<file path="config.mk">
export PLATFORM = sky130hd
export DESIGN_NAME = rptr_empty_ctrl
export DESIGN_NICKNAME = d
export VERILOG_FILES = /design/src/rtl/rptr_empty_ctrl.sv
export SDC_FILE = /design/constraint.sdc
export NUM_CORES = 1
export LEC_CHECK = 0
export CORE_UTILIZATION = 49
export DETAILED_ROUTE_END_ITERATION = 6
export PLACE_DENSITY = 0.9
export SYNTH_ARGS = -nofsm -noshare
export SYNTH_HDL_FRONTEND = slang
export SYNTH_SLANG_ARGS = --single-unit
</file>
<file path="constraint.sdc">
create_clock -name rd_clk -period 5.75 [get_ports rd_clk]
set_input_delay 0.8625 -clock rd_clk [delete_from_list [all_inputs] [get_ports rd_clk]]
set_output_delay 0.8625 -clock rd_clk [all_outputs]
set_load 0.05 [all_outputs]
</file>
<file path="src/rtl/rptr_empty_ctrl.sv">
// Read-domain pointer and empty/occupancy status for the asynchronous FIFO.
// Consumes the synchronized Gray write pointer and produces the Gray read pointer for the write side.
module rptr_empty_ctrl #(
    parameter int ADDR_SIZE = 4,
    parameter int AE_LEVEL  = 2
) (
    input  logic                 rd_clk,
    input  logic                 rd_rstn,
    input  logic                 rd_en,
    input  logic [ADDR_SIZE:0]   rdq2_wptr,
    input  logic                 underflow_clr,
    output logic [ADDR_SIZE-1:0] rd_addr,
    output logic [ADDR_SIZE:0]   rd_ptr,
    output logic                 rd_empty,
    output logic                 rd_almost_empty,
    output logic [ADDR_SIZE:0]   rd_count,
    output logic                 rd_valid,
    output logic                 rd_underflow
);

    localparam int PW = ADDR_SIZE + 1;
    localparam logic [PW-1:0] AE_THR = PW'(AE_LEVEL);

    logic [PW-1:0] rbin;
    logic [PW-1:0] rbin_next;
    logic [PW-1:0] gray_next;
    logic [PW-1:0] wbin;
    logic [PW-1:0] occ_next;
    logic          rinc;

    // Each binary bit is the XOR of all Gray bits at or above it.
    always_comb begin
        wbin = '0;
        for (int i = 0; i < PW; i++) begin
            wbin[i] = ^(rdq2_wptr >> i);
        end
    end

    always_comb begin
        rinc      = rd_en & ~rd_empty;
        rbin_next = rbin + {{ADDR_SIZE{1'b0}}, rinc};
        gray_next = (rbin_next >> 1) ^ rbin_next;
        occ_next  = wbin - rbin_next;
    end

    always_ff @(posedge rd_clk or negedge rd_rstn) begin
        if (!rd_rstn) begin
            rbin            <= '0;
            rd_ptr          <= '0;
            rd_empty        <= 1'b1;
            rd_almost_empty <= 1'b1;
            rd_count        <= '0;
            rd_valid        <= 1'b0;
            rd_underflow    <= 1'b0;
        end else begin
            rbin            <= rbin_next;
            rd_ptr          <= gray_next;
            rd_empty        <= (gray_next == rdq2_wptr);
            rd_count        <= occ_next;
            rd_almost_empty <= (occ_next <= AE_THR);
            rd_valid        <= rinc;
            // A new underflow in the same cycle as a clear must not be lost.
            if (rd_en && rd_empty) begin
                rd_underflow <= 1'b1;
            end else if (underflow_clr) begin
                rd_underflow <= 1'b0;
            end
        end
    end

    assign rd_addr = rbin[ADDR_SIZE-1:0];

endmodule

</file>
==> impl_results.md <==
- Post-CTS Resized: 0
- Avg Cell Area, Syn: 11.2 um2
- Period utilization: 58.4%
- Worst Path Required: between 5000 and 6000 ps
- Initial antenna violation count: 0
- Max cap viols: 0
- Slew headroom: 47.1%
- CTS Sinks: 18
- CTS tree: done
- FFs w/ async S/R, synth: 100%
- Final wirelength: between 1.5 and 2 mm
- Setup crit start kind: input port
- Clock skew: 1.69 ps
- M1 GR Usage: 23.0%
- Status: complete, no violations
- Setup-failing EPs final: 0
- RSZ-0062 raised after global routing: false
- Total inserted antenna cells: 0
- Layout Area Growth over Synthesis: 34.9%
- GP Congestion: 0.835
- Htree depth: 1
- Initial Util: a little over half
- Largest net degree at the start of global routing: 19
- Chip Height: 45.6 um
- Crit Path Max Fanout: 6
- Hold_buf cts: 0
- Iter 0 DRT Violations: 19
- Yosys reg bits: 18
- Worst-margin pin slew: 791 ps
- Worst skew pair latency: 300 ps
- TritonCTS Buffers: 3
- Leading cell types in the layout, fill and taps excluded: clkdlybuf4s50_1 (26), dfrtp_1 (16), inv_1 (11), xor2_1 (11), xnor2_1 (9)
- Layout cells sized above 1: 8.93%
- Via density: 4.96
- Synth Instances: between 80 and 90
- Residual DRC count: 0
- HPWL after DPL: between 1 and 1.5 mm
- HP Class: flip-flop to flip-flop
- TritonRoute pass-1 iters: 4
- Fin nets: roughly 130
- Wire length of the first global-routing pass: 2.94 mm
- DR vias: 680
- Setup CP Type: input port to flip-flop
- Max Buffers Root-to-Sink: 2
- Postcts setup bufs: 0
- FP Rows: 15
- Gr ovfl total: 0
- Sequential fraction of the synthesis area: just under 50%
- Setup crit end kind: flip-flop
- Core area: 1750 um2
- Die area: 2080 um2
- Clk slew on worst S/H paths: 100 ps
- Wire per inst: 13.9 um
- Commonest non-fill, non-tap cell in the layout: clkdlybuf4s50_1
- Clock root buffer: clkbuf_4
- Max-slew violation count: 0
- Port-buffer cells: 26
- Num ports: 27
- Met3 Use GR: 5.95%
- Synth warn: 0
- DIE WIDTH: around 46 um
- Fillers: 126
- Critical path arrival: between 3000 and 4000 ps
- Final min period: 3360 ps
- Final Hold Fails: 0
- Setup_tns: 0 ps
- Cell Area, Synth: roughly 930 um2
- Syn_nets: between 90 and 100
- EDFF count, synth: 0
- Synth unique cells: 26
- Grt peak-use layer: met2
- Top FF cell, synth: dfrtp_1
- Routed Antenna Nets: 0
- All-Layer GR Usage: 21.5%
- Fmax: 298 MHz
- Vias in the first global route: 634
- Grt met2 use: 37.1%
-- cells by family after synthesis --
group                    Yosys count  share of synthesized area (%)
adder cells (fa/ha/maj)            5                           6.73
buffers and inverters             12                           4.84
flip-flops                        18                           48.7
AND/OR/NAND/NOR                   17                           9.83
XOR/XNOR                          22                           22.3
AO/OA/AOI/OAI                      9                           7.54
-- final cells by class --
class / instances / area, um2 / share of cell area, %
Inverter: 11 / 41.3 / 3.29
Timing Repair Buffer: 26 / 260 / 20.8
Clock buffer: 4 / 36.3 / 2.89
Sequential cell: 18 / 453 / 36.1
Tap cell: 25 / 31.3 / 2.50
Multi-Input combinational cell: 53 / 432 / 34.4
-- cells in the mapped netlist (all sizes together), types with 2 or more instances --
master / number / share of area (%)
nand3: 4 / 2.2
ha: 5 / 6.7
xor2: 13 / 14
nor2: 3 / 1.2
dfrtp: 16 / 43
nand2: 3 / 1.2
o21ai: 2 / 1.1
inv: 11 / 4.4
xnor2: 9 / 8.5
dfstp: 2 / 5.7
-- state kept, by name, indices dropped and copies added (netlist names) --
| register | cells |
|---|---|
| rbin | 5 |
| rd_almost_empty | 1 |
| rd_count | 5 |
| rd_empty | 1 |
| rd_ptr | 4 |
| rd_underflow | 1 |
| rd_valid | 1 |
-- critical path, cell delays in order --
cell	delay, ps
clkdlybuf4s50_1	470
nor2b_1	180
ha_1	200
ha_1	220
xor2_2	380
inv_1	90
ha_1	220
o21ai_0	200
a21bo_1	270
o31ai_2	270
nor3b_1	210
-- per-stage QoR --
step	cell area (um2)	std cells	hold slack (ps)	setup WS, ps	util [%]
after floorplan	930	83	567	2850	-
after global placement	1220	133	514	2230	69.7
after detailed placement	1220	133	527	2160	69.7
after CTS	1250	137	542	2460	71.8
after global routing	1250	137	568	2220	71.8
final	1250	137	531	2390	71.8
-- final timing paths --
check,startpoint,to,slack [ps],cells past startpoint
max,rd_en,rd_almost_empty,2390,11
min,rd_underflow,rd_underflow,530,2
max reg2reg,rd_empty,rd_almost_empty,2990,10
min reg2reg,rd_underflow,rd_underflow,530,2
max in group asynchronous,rd_rstn,rd_ptr[3],4250,1
min in group asynchronous,rd_rstn,rbin[1],1010,1
-- routing by layer --
layer	up-vias	part of all wire [%]
li1	325	-
met1	322	40
met2	26	52
met3	7	4.1
met4	0	3.2
met5	-	0
Power is left out: the tool's default activity adds up to more than one toggle a clock period on the data nets, which glitch-free logic cannot reach.
